==> src/rtl/seq_alu.sv <==
// Multi-cycle ALU: single-cycle arithmetic/logic/shift/compare plus iterative
// unsigned multiply (shift-add) and divide (restoring), valid/ready on both sides.
module seq_alu #(
  parameter int WIDTH = 16,
  localparam int SHW = $clog2(WIDTH)
) (
  input  logic             clk,
  input  logic             rst_n,
  input  logic             in_valid,
  output logic             in_ready,
  input  logic [WIDTH-1:0] input1,
  input  logic [WIDTH-1:0] input2,
  input  logic [3:0]       aluControl,
  output logic             out_valid,
  input  logic             out_ready,
  output logic [WIDTH-1:0] Out,
  output logic [WIDTH-1:0] OutHi,
  output logic             zero,
  output logic             overflow,
  output logic             div_by_zero,
  output logic [1:0]       dbg_state
);

  // Handshake: an op transfers on a rising edge with in_valid & in_ready (IDLE only);
  // a result transfers with out_valid & out_ready (DONE only), after which the
  // unit spends one cycle in IDLE before it can accept again.

  typedef enum logic [1:0] {S_IDLE = 2'd0, S_BUSY = 2'd1, S_DONE = 2'd2} state_t;

  localparam logic [SHW-1:0] CNT_MAX = SHW'(WIDTH - 1);

  state_t           state_q, state_d;
  logic [SHW-1:0]   cnt_q, cnt_d;
  logic [WIDTH-1:0] opnd_q, opnd_d;
  logic             is_div_q, is_div_d;
  logic [WIDTH-1:0] acc_q, acc_d;
  logic [WIDTH-1:0] lo_q, lo_d;
  logic             zero_q, zero_d;
  logic             ovf_q, ovf_d;
  logic             dbz_q, dbz_d;

  logic [WIDTH-1:0] add_res, sub_res, sc_res, sc_hi;
  logic             sc_ovf, sc_dbz, is_iter;
  logic [SHW-1:0]   shamt;

  always_comb begin
    add_res = input1 + input2;
    sub_res = input1 - input2;
    shamt   = input2[SHW-1:0];
    sc_res  = '0;
    sc_hi   = '0;
    sc_ovf  = 1'b0;
    sc_dbz  = 1'b0;
    is_iter = (aluControl == 4'd11) || ((aluControl == 4'd12) && (input2 != '0));
    case (aluControl)
      4'd0: begin
        sc_res = add_res;
        sc_ovf = (input1[WIDTH-1] == input2[WIDTH-1]) && (add_res[WIDTH-1] != input1[WIDTH-1]);
      end
      4'd1: begin
        sc_res = sub_res;
        // ~B+1 has the opposite sign of B except when B is zero or the most negative value
        sc_ovf = (input1[WIDTH-1] == (~input2 + 1'b1) >> (WIDTH-1))
                 && (sub_res[WIDTH-1] != input1[WIDTH-1]);
      end
      4'd2:  sc_res = input1 & input2;
      4'd3:  sc_res = input1 | input2;
      4'd4:  sc_res = input1 ^ input2;
      4'd5:  sc_res = ~(input1 | input2);
      4'd6:  sc_res = {{(WIDTH-1){1'b0}}, $signed(input1) < $signed(input2)};
      4'd7:  sc_res = {{(WIDTH-1){1'b0}}, input1 < input2};
      4'd8:  sc_res = input1 << shamt;
      4'd9:  sc_res = input1 >> shamt;
      4'd10: sc_res = WIDTH'($signed(input1) >>> shamt);
      4'd12: begin
        // only reached as a single-cycle op when the divisor is zero
        sc_res = '1;
        sc_hi  = input1;
        sc_dbz = 1'b1;
      end
      default: sc_res = '0;
    endcase
  end

  logic [WIDTH:0]   mul_sum;
  logic [WIDTH:0]   div_sh;
  logic             div_ge;
  logic [WIDTH-1:0] step_acc, step_lo;

  // {acc, lo} is the running product for MUL and {remainder, dividend/quotient} for DIV.
  always_comb begin
    mul_sum = {1'b0, acc_q} + (lo_q[0] ? {1'b0, opnd_q} : '0);
    div_sh  = {acc_q, lo_q[WIDTH-1]};
    div_ge  = div_sh >= {1'b0, opnd_q};
    if (is_div_q) begin
      step_acc = div_ge ? (div_sh[WIDTH-1:0] - opnd_q) : div_sh[WIDTH-1:0];
      step_lo  = {lo_q[WIDTH-2:0], div_ge};
    end else begin
      step_acc = mul_sum[WIDTH:1];
      step_lo  = {mul_sum[0], lo_q[WIDTH-1:1]};
    end
  end

  always_comb begin
    state_d   = state_q;
    cnt_d     = cnt_q;
    opnd_d    = opnd_q;
    is_div_d  = is_div_q;
    acc_d     = acc_q;
    lo_d      = lo_q;
    zero_d    = zero_q;
    ovf_d     = ovf_q;
    dbz_d     = dbz_q;
    in_ready  = 1'b0;
    out_valid = 1'b0;
    case (state_q)
      S_IDLE: begin
        in_ready = 1'b1;
        if (in_valid) begin
          if (is_iter) begin
            state_d  = S_BUSY;
            cnt_d    = CNT_MAX;
            is_div_d = (aluControl == 4'd12);
            opnd_d   = (aluControl == 4'd12) ? input2 : input1;
            lo_d     = (aluControl == 4'd12) ? input1 : input2;
            acc_d    = '0;
            zero_d   = 1'b0;
            ovf_d    = 1'b0;
            dbz_d    = 1'b0;
          end else begin
            state_d = S_DONE;
            lo_d    = sc_res;
            acc_d   = sc_hi;
            zero_d  = (sc_res == '0);
            ovf_d   = sc_ovf;
            dbz_d   = sc_dbz;
          end
        end
      end
      S_BUSY: begin
        acc_d = step_acc;
        lo_d  = step_lo;
        cnt_d = cnt_q - 1'b1;
        if (cnt_q == '0) begin
          state_d = S_DONE;
          zero_d  = (step_lo == '0);
        end
      end
      S_DONE: begin
        out_valid = 1'b1;
        if (out_ready) state_d = S_IDLE;
      end
      default: state_d = S_IDLE;
    endcase
  end

  always_ff @(posedge clk or negedge rst_n) begin
    if (!rst_n) begin
      state_q  <= S_IDLE;
      cnt_q    <= '0;
      opnd_q   <= '0;
      is_div_q <= 1'b0;
      acc_q    <= '0;
      lo_q     <= '0;
      zero_q   <= 1'b0;
      ovf_q    <= 1'b0;
      dbz_q    <= 1'b0;
    end else begin
      state_q  <= state_d;
      cnt_q    <= cnt_d;
      opnd_q   <= opnd_d;
      is_div_q <= is_div_d;
      acc_q    <= acc_d;
      lo_q     <= lo_d;
      zero_q   <= zero_d;
      ovf_q    <= ovf_d;
      dbz_q    <= dbz_d;
    end
  end

  assign Out         = lo_q;
  assign OutHi       = acc_q;
  assign zero        = zero_q;
  assign overflow    = ovf_q;
  assign div_by_zero = dbz_q;
  assign dbg_state   = state_q;

endmodule

==> config.mk <==
export PLATFORM = sky130hd
export DESIGN_NAME = seq_alu
export DESIGN_NICKNAME = d
export VERILOG_FILES = /design/src/rtl/seq_alu.sv
export SDC_FILE = /design/constraint.sdc
export NUM_CORES = 1
export LEC_CHECK = 0
export CORE_ASPECT_RATIO = 0.9
export CORE_MARGIN = 3
export CORE_UTILIZATION = 55
export DETAILED_ROUTE_END_ITERATION = 6
export PLACE_DENSITY = 0.83
export RECOVER_POWER = 50
export SYNTH_ARGS = -nofsm -noshare
export SYNTH_HDL_FRONTEND = slang
export SYNTH_SLANG_ARGS = --single-unit
==> constraint.sdc <==
create_clock -name clk -period 3.2 [get_ports clk]
set_input_delay 0.48 -clock clk [delete_from_list [all_inputs] [get_ports clk]]
set_output_delay 0.48 -clock clk [all_outputs]
set_load 0.02 [all_outputs]
==> results of run 1 <==
tightest hold or removal path: stages (launching register included):
cell     delay (ns)
dfrtp_1        0.37
nand2_1        0.05
o21ai_0        0.06
state kept, by name (all words and copies together), names as in the netlist:
signal and count:
OutHi 16, Out 16, opnd_q 16, cnt_q 4
dbg_state 2, div_by_zero 1, is_div_q 1, overflow 1
zero 1
layout make-up:
class | instances | area share, %
clock inverter | 7 | 0.369
clock buffer | 9 | 1.58
inverter | 77 | 2.16
tap | 235 | 2.07
sequential | 58 | 10.2
timing repair buffer | 442 | 25.7
multi-input combinational | 1053 | 57.9
stage by stage:
step                      hold slack (ns)  setup WS [ns]  instances
after detailed placement            0.499         -0.938       1839
final                               0.525       -0.00635       1881
after global routing                0.558        -0.0586       1881
after global placement              0.501         -0.819       1839
after CTS                           0.285       0.000829       1869
after floorplan                     0.184         -0.316       1293
repair_timing:
item                                    4_1_cts  5_1_grt
gates cloned                                  1        1
pin swaps                                    20       21
resized for setup                           106      119
endpoints found under the setup margin       16       15
setup buffers                                15       11
power groups by stage:
| stage | registers, mW | clock network [mW] | logic, mW |
|---|---|---|---|
| after floorplan | 1.53 | 0 | 3.00 |
| after global placement | 1.43 | 0 | 4.88 |
| after detailed placement | 1.44 | 0 | 5.02 |
| after CTS | 1.44 | 0.918 | 5.20 |
| after global routing | 1.50 | 0.954 | 5.79 |
| final | 1.46 | 0.930 | 5.46 |
cells by family after synthesis:
kind of cell | Yosys count
buffers and inverters | 182
multiplexers | 67
XOR/XNOR | 35
flip-flops | 58
adder cells (fa/ha/maj) | 92
AND/OR/NAND/NOR | 442
AO/OA/AOI/OAI | 417
final timing paths:
| kind | from | endpoint | slack [ns] | depth (start not counted) |
|---|---|---|---|---|
| worst max-delay path | input1[0] | zero | -0.006 | 15 |
| worst min-delay path | opnd_q[2] | opnd_q[2] | 0.52 | 2 |
| worst max register to register | Out[15] | OutHi[14] | 0.14 | 12 |
| worst min register to register | opnd_q[2] | opnd_q[2] | 0.52 | 2 |
| max in group asynchronous | rst_n | dbg_state[0] | 1.02 | 2 |
| min in group asynchronous | rst_n | cnt_q[1] | 0.74 | 1 |
routing by layer:
layer | track usage, % | share of wire (%) | vias to the layer above
li1 | - | - | 5522
met1 | 61.8 | 37 | 6081
met2 | 65.6 | 42 | 1153
met3 | 11.2 | 15 | 284
met4 | 19.8 | 6.8 | 0
met5 | 0 | 0 | -
cells in the final DEF, fill, tap and decap left out, types with 19 or more instances in the layout:
cell             Yosys  routed
nor3_1              25      24
nand3_1             31      31
buf_4                2     335
xnor2_1             25      25
dfrtp_1             58      56
buf_6                3      21
clkdlybuf4s50_1      0      30
nor2_1             107     106
mux4_2              25      25
ha_1                88      70
inv_1               76      59
a21o_1              19      19
nand2_1            120     120
o21ai_0             89      80
mux2i_1             26      23
nor2b_1             27      24
a21oi_1            104     101
==> flow_metrics.env, run 1 <==
export IMPL_status="finished, violations left"
export IMPL_violations="design-rule violations, max-capacitance violations, max-slew violations, negative setup slack"
export IMPL_gp_congestion=1.10
export IMPL_placement_io_buffers=78
export IMPL_detail_route_wirelength_um=46600
export IMPL_power_per_cell_area_nw_per_um2=552
export IMPL_global_route_overflow_total=0
export IMPL_worst_endpoint_required_ns=3.48
export IMPL_initial_utilization_pct=57.0
export IMPL_postSynthNetCount=1425
export IMPL_register_area_sq_um=1450
export IMPL_critical_path_max_stage_delay_ns=0.51
export IMPL_first_pass_grt_wire_length_um=68300
export IMPL_synth_mux_area_share_pct=10.9
export IMPL_synth_compound_area_share_pct=28.6
export IMPL_setup_viol_count_final=1
export IMPL_synth_largest_area_cell="dfrtp_1"
export IMPL_synth_commonest_cells="nand2_1 (120), nor2_1 (107), a21oi_1 (104)"
export IMPL_maxCapViolCount=1
export IMPL_num_vias=13000
export IMPL_yosys_area_share_simple_pct=22.8
export IMPL_hold_violations=0
export IMPL_core_area_sq_um=17100
export IMPL_postLayoutSetupSlackWorst_ns=-0.00635
export IMPL_vias_per_cell=6.93
export IMPL_detailedPlacementHpwl_um=34100
export IMPL_drtPass1Iterations=7
export IMPL_post_synth_xor_area_fraction_pct=3.14
export IMPL_cp_buffers_inverters=4
export IMPL_synthFlopType="dfrtp_1"
export IMPL_crit_chain="buf_12 > clkinv_8 > ha_4 > inv_2 > fa_2 > nand4b_1 > a311oi_2 > a41o_1 > or4_4 > nand4bb_4 > nor4_2 > buf_4 > nand4_1 > or4_4 > o21ai_2"
export IMPL_cts_path_max_buffers=2
export IMPL_cts_tree="done"
export IMPL_stdcell_area_sq_um=14200
export IMPL_multi_input_combinational_cell_area_sq_um=8230
export IMPL_ys_warns=0
export IMPL_tritoncts_num_buffers=9
export IMPL_path_class="in2reg"
export IMPL_root_buffer="clkbuf_16"
export IMPL_cts_clock_pin_slew_for_the_worst_setup_and_hold_paths_ns=0.06
export IMPL_post_synth_inst_count=1293
export IMPL_first_iter_violations=2136
export IMPL_path_delay_family="simple AND/OR/NAND/NOR gates"
export IMPL_report_final_slew_viol_count=37
export IMPL_gr_util_all_layers_pct=44.5
export IMPL_cp_data_arrival_time_ns=3.48
export IMPL_cts_hold_repair_buffers=0
export IMPL_crit_top_cell="or4_4"
export IMPL_post_synth_top_count_cell="nand2_1"
export IMPL_p_total_mw=7.85
export IMPL_hold_path_class="reg2reg"
export IMPL_area_fraction_of_the_dominant_cell_type_after_synthesis_pct=14.9
export IMPL_synth_area_per_cell_sq_um=7.55
export IMPL_reported_net_switching_power_mw=3.84
export IMPL_leakage_nw=6.48
export IMPL_yosys_area_share_adder_pct=12.1
export IMPL_max_clock_freq_mhz=312
export IMPL_synth_edff_count=0
export IMPL_worst_pin_slew_ns=2.11
export IMPL_critical_path_endpoint_type="flip-flop"
export IMPL_period_share_pct=100
export IMPL_seqPwrFrac_pct=18.6
export IMPL_rsz_0062_raised_after_global_routing="true"
export IMPL_timing_critical_path_slowest_stage_cell="or4_4"
export IMPL_min_period_ns=3.21
export IMPL_tns_ns=-0.00635
export IMPL_power_frac_comb_pct=69.5
export IMPL_netlist_cell_type_count=81
export IMPL_floorplan_die_width_um=146
export IMPL_worst_setup_path_start_kind="input pin"
export IMPL_maxSlewHeadroom_pct=-40.5
export IMPL_p_int_mw=4.02
export IMPL_final_util_pct=83.1
export IMPL_synth_top_family_by_area="compound AO/OA/AOI/OAI gates"
export IMPL_clock_insertion_delay_worst_skew_ns=0.34
export IMPL_max_vdd_ir_drop_mv=0.568
export IMPL_timing_critical_path_fanout_max=3
export IMPL_avgRoutedWirePerCell_um=24.8
export IMPL_fraction_of_final_layout_cells_sized_beyond_drive_strength_1_pct=33.4
export IMPL_top_level_ports=79
export IMPL_postPlaceCellArea_sq_um=13000
export IMPL_die_y_um=132
export IMPL_grt_antenna_before_repair=1
export IMPL_yosys_top_cells_area="dfrtp_1 (15%), ha_1 (11%), mux4_2 (5.8%)"
export IMPL_worst_clock_skew_ns=0.00659
export IMPL_clock_sinks=58
export IMPL_netlist_area_sq_um=9760
export IMPL_pwr_share_clk_pct=11.8
export IMPL_power_switching_share_pct=48.9
export IMPL_cts_h_tree_depth=3
export IMPL_first_global_vias=11900
export IMPL_synth_seq_area_share_pct=14.9
export IMPL_postSynth_asyncResetShare_pct=100
export IMPL_total_number_of_nets_in_the_final_design=1773
export IMPL_ys_ff_latch=58
export IMPL_final_antenna_net_count=0
export IMPL_fill_cells=1127
export IMPL_placement_rows=45
export IMPL_largest_net_degree_at_the_start_of_global_routing=66
export IMPL_area_delta_synth_final_pct=45.7
export IMPL_drc=6
export IMPL_die_area_sq_um=19400
export IMPL_n_antenna_cell=0
No activity file was read; power rests on OpenSTA's default activity.
==> run 2, diff against run 1 <==
--- a/config.mk
+++ b/config.mk
@@ -7,9 +7,9 @@
 export LEC_CHECK = 0
 export CORE_ASPECT_RATIO = 0.9
 export CORE_MARGIN = 3
-export CORE_UTILIZATION = 55
+export CORE_UTILIZATION = 45
 export DETAILED_ROUTE_END_ITERATION = 6
-export PLACE_DENSITY = 0.83
+export PLACE_DENSITY = 0.71
 export RECOVER_POWER = 50
 export SYNTH_ARGS = -nofsm -noshare
 export SYNTH_HDL_FRONTEND = slang
==> run 2 against run 1 <==
  * The flow finishes with violations (max-capacitance violations, max-slew violations, negative setup slack)
  * Wire length increased by 2.6%
  * Clock skew about the same
  * Total power decreased by 1.3%
  * Global-route usage shrank 4.7 points
  * Critical path depth is 1 lower
  * Die area rose by 21%
  * Critical endpoint unchanged
==> flow_metrics.env, run 2 (synthesis gave the netlist of run 1 again) <==
export IMPL_maxCapViolCount=1
export IMPL_path_depth=14
export IMPL_path_delay_family="buffers and inverters"
export IMPL_root_buffer="clkbuf_16"
export IMPL_floorplan_die_width_um=161
export IMPL_leakage_nw=6.53
export IMPL_register_area_sq_um=1450
export IMPL_vias_per_cell=6.44
export IMPL_global_route_overflow_total=0
export IMPL_worst_setup_path_start_kind="input pin"
export IMPL_status="finished, violations left"
export IMPL_tns_ns=-0.0342
export IMPL_placement_rows=50
export IMPL_top_level_ports=79
export IMPL_power_per_cell_area_nw_per_um2=540
export IMPL_critical_path_max_stage_delay_ns=0.54
export IMPL_hold_violations=0
export IMPL_first_iter_violations=1475
export IMPL_detailedPlacementHpwl_um=37100
export IMPL_period_share_pct=101
export IMPL_drtPass1Iterations=6
export IMPL_detail_route_wirelength_um=47900
export IMPL_die_area_sq_um=23500
export IMPL_stdcell_count=1934
export IMPL_avgRoutedWirePerCell_um=24.7
export IMPL_maxSlewHeadroom_pct=-14.1
export IMPL_postPlaceCellArea_sq_um=13200
export IMPL_layout_commonest_cell="buf_4"
export IMPL_core_area_sq_um=21100
export IMPL_placement_io_buffers=78
export IMPL_min_period_ns=3.23
export IMPL_area_delta_synth_final_pct=47.0
export IMPL_cts_h_tree_depth=3
export IMPL_cts_tree="done"
export IMPL_path_class="in2reg"
export IMPL_fin_hold_ws_ns=0.527
export IMPL_setup_viol_count_final=1
export IMPL_clock_sinks=58
export IMPL_p_total_mw=7.75
export IMPL_multi_input_combinational_cell_area_sq_um=8220
export IMPL_first_pass_grt_wire_length_um=72400
export IMPL_n_antenna_cell=0
export IMPL_reported_net_switching_power_mw=3.72
export IMPL_final_antenna_net_count=0
export IMPL_cts_clock_pin_slew_for_the_worst_setup_and_hold_paths_ns=0.06
export IMPL_timing_critical_path_slowest_stage_cell="clkdlybuf4s50_1"
export IMPL_drc=0
export IMPL_fraction_of_final_layout_cells_sized_beyond_drive_strength_1_pct=33.3
export IMPL_violations="max-capacitance violations, max-slew violations, negative setup slack"
export IMPL_first_global_vias=11800
export IMPL_rsz_0062_raised_after_global_routing="true"
export IMPL_cts_path_max_buffers=2
export IMPL_gr_util_all_layers_pct=39.8
export IMPL_r2r_cells=12
export IMPL_power_frac_comb_pct=69.6
export IMPL_gp_congestion=1.04
export IMPL_pwr_share_clk_pct=11.7
export IMPL_number_of_cells_in_the_design_after_placement=1894
export IMPL_clock_insertion_delay_worst_skew_ns=0.33
export IMPL_timing_critical_path_fanout_max=4
export IMPL_hold_path_class="reg2reg"
export IMPL_die_y_um=146
export IMPL_worst_clock_skew_ns=0.00687
export IMPL_postLayoutSetupSlackWorst_ns=-0.0342
export IMPL_cp_buffers_inverters=5
export IMPL_grt_antenna_before_repair=0
export IMPL_largest_net_degree_at_the_start_of_global_routing=46
export IMPL_crit_chain="clkdlybuf4s50_1 > inv_1 > buf_4 > ha_1 > inv_1 > a21oi_2 > buf_4 > o221ai_2 > a31oi_1 > nand2_1 > a2111oi_2 > nand4_1 > or4_4 > o21ai_2"
export IMPL_worst_endpoint_required_ns=3.46
export IMPL_timing_hold_worst_path_depth=1
export IMPL_report_final_slew_viol_count=32
export IMPL_initial_utilization_pct=46.3
export IMPL_layout_common_cells="buf_4 (331), nand2_1 (116), nor2_1 (106)"
export IMPL_critical_path_endpoint_type="flip-flop"
export IMPL_stdcell_area_sq_um=14400
export IMPL_fill_cells=1822
export IMPL_cp_data_arrival_time_ns=3.50
export IMPL_worst_pin_slew_ns=1.71
export IMPL_max_vdd_ir_drop_mv=0.483
export IMPL_max_clock_freq_mhz=309
export IMPL_total_number_of_nets_in_the_final_design=1775
export IMPL_tritoncts_num_buffers=9
export IMPL_num_vias=12500
export IMPL_power_switching_share_pct=48.0
export IMPL_seqPwrFrac_pct=18.7
export IMPL_p_int_mw=4.03
run 2: area by class of cell:
type,instances,area share (%)
Tap cell,286,2.49
Inverter,77,2.03
Timing Repair Buffer,444,26.2
Clock buffer,9,1.57
Sequential cell,58,10.1
Clock inverter,7,0.384
Multi-Input combinational cell,1053,57.2
run 2: worst register-to-register path, stage by stage, from the launching register on:
cell     delay, ns
dfrtp_1       0.38
inv_1         0.06
ha_1          0.33
a21o_1        0.19
a21oi_1       0.21
a31oi_1       0.17
o211a_1       0.27
o21ai_0       0.22
and2_1        0.17
buf_6         0.23
mux2_2        0.37
a22oi_1       0.18
nand3_1       0.10
run 2: what timing repair did:
action | in CTS | in global routing
hold buffers | 0 | 0
gates cloned | 3 | 0
endpoints found under the hold margin | 0 | 0
setup buffers | 19 | 3
gates resized for setup | 170 | 27
pin swaps | 36 | 14
setup endpoints to repair | 16 | 13
run 2: metal layers:
metal | vias up | routed length (um) | track usage, %
li1 | 5525 | - | -
met1 | 5961 | 19900 | 56.2
met2 | 809 | 20000 | 59.0
met3 | 167 | 5550 | 10.1
met4 | 0 | 2410 | 14.2
met5 | - | 0 | 0
run 2: worst paths after layout:
kind,from,end,slack [ns]
hold / removal,cnt_q[0],cnt_q[0],0.53
setup / recovery,input2[14],zero,-0.03
hold reg to reg,cnt_q[0],cnt_q[0],0.53
min in group asynchronous,rst_n,cnt_q[0],0.59
setup reg to reg,opnd_q[3],OutHi[9],0.19
max in group asynchronous,rst_n,opnd_q[2],0.64
run 2: power groups by stage:
stage          combinational [mW]  clock (mW)  sequential [mW]
2_1_floorplan                3.00           0             1.53
3_3_place_gp                 4.98           0             1.45
3_5_place_dp                 5.06           0             1.45
4_1_cts                      5.26       0.914             1.44
5_1_grt                      5.84       0.953             1.49
6_report                     5.39       0.908             1.45
run 2: through the flow:
| stage | setup slack, ns | util, % |
|---|---|---|
| after floorplan | -0.316 | - |
| after global placement | -0.824 | 62.6 |
| after detailed placement | -0.916 | 62.6 |
| after CTS | 0.000367 | 67.4 |
| after global routing | -0.0591 | 68.1 |
| final | -0.0342 | 68.1 |
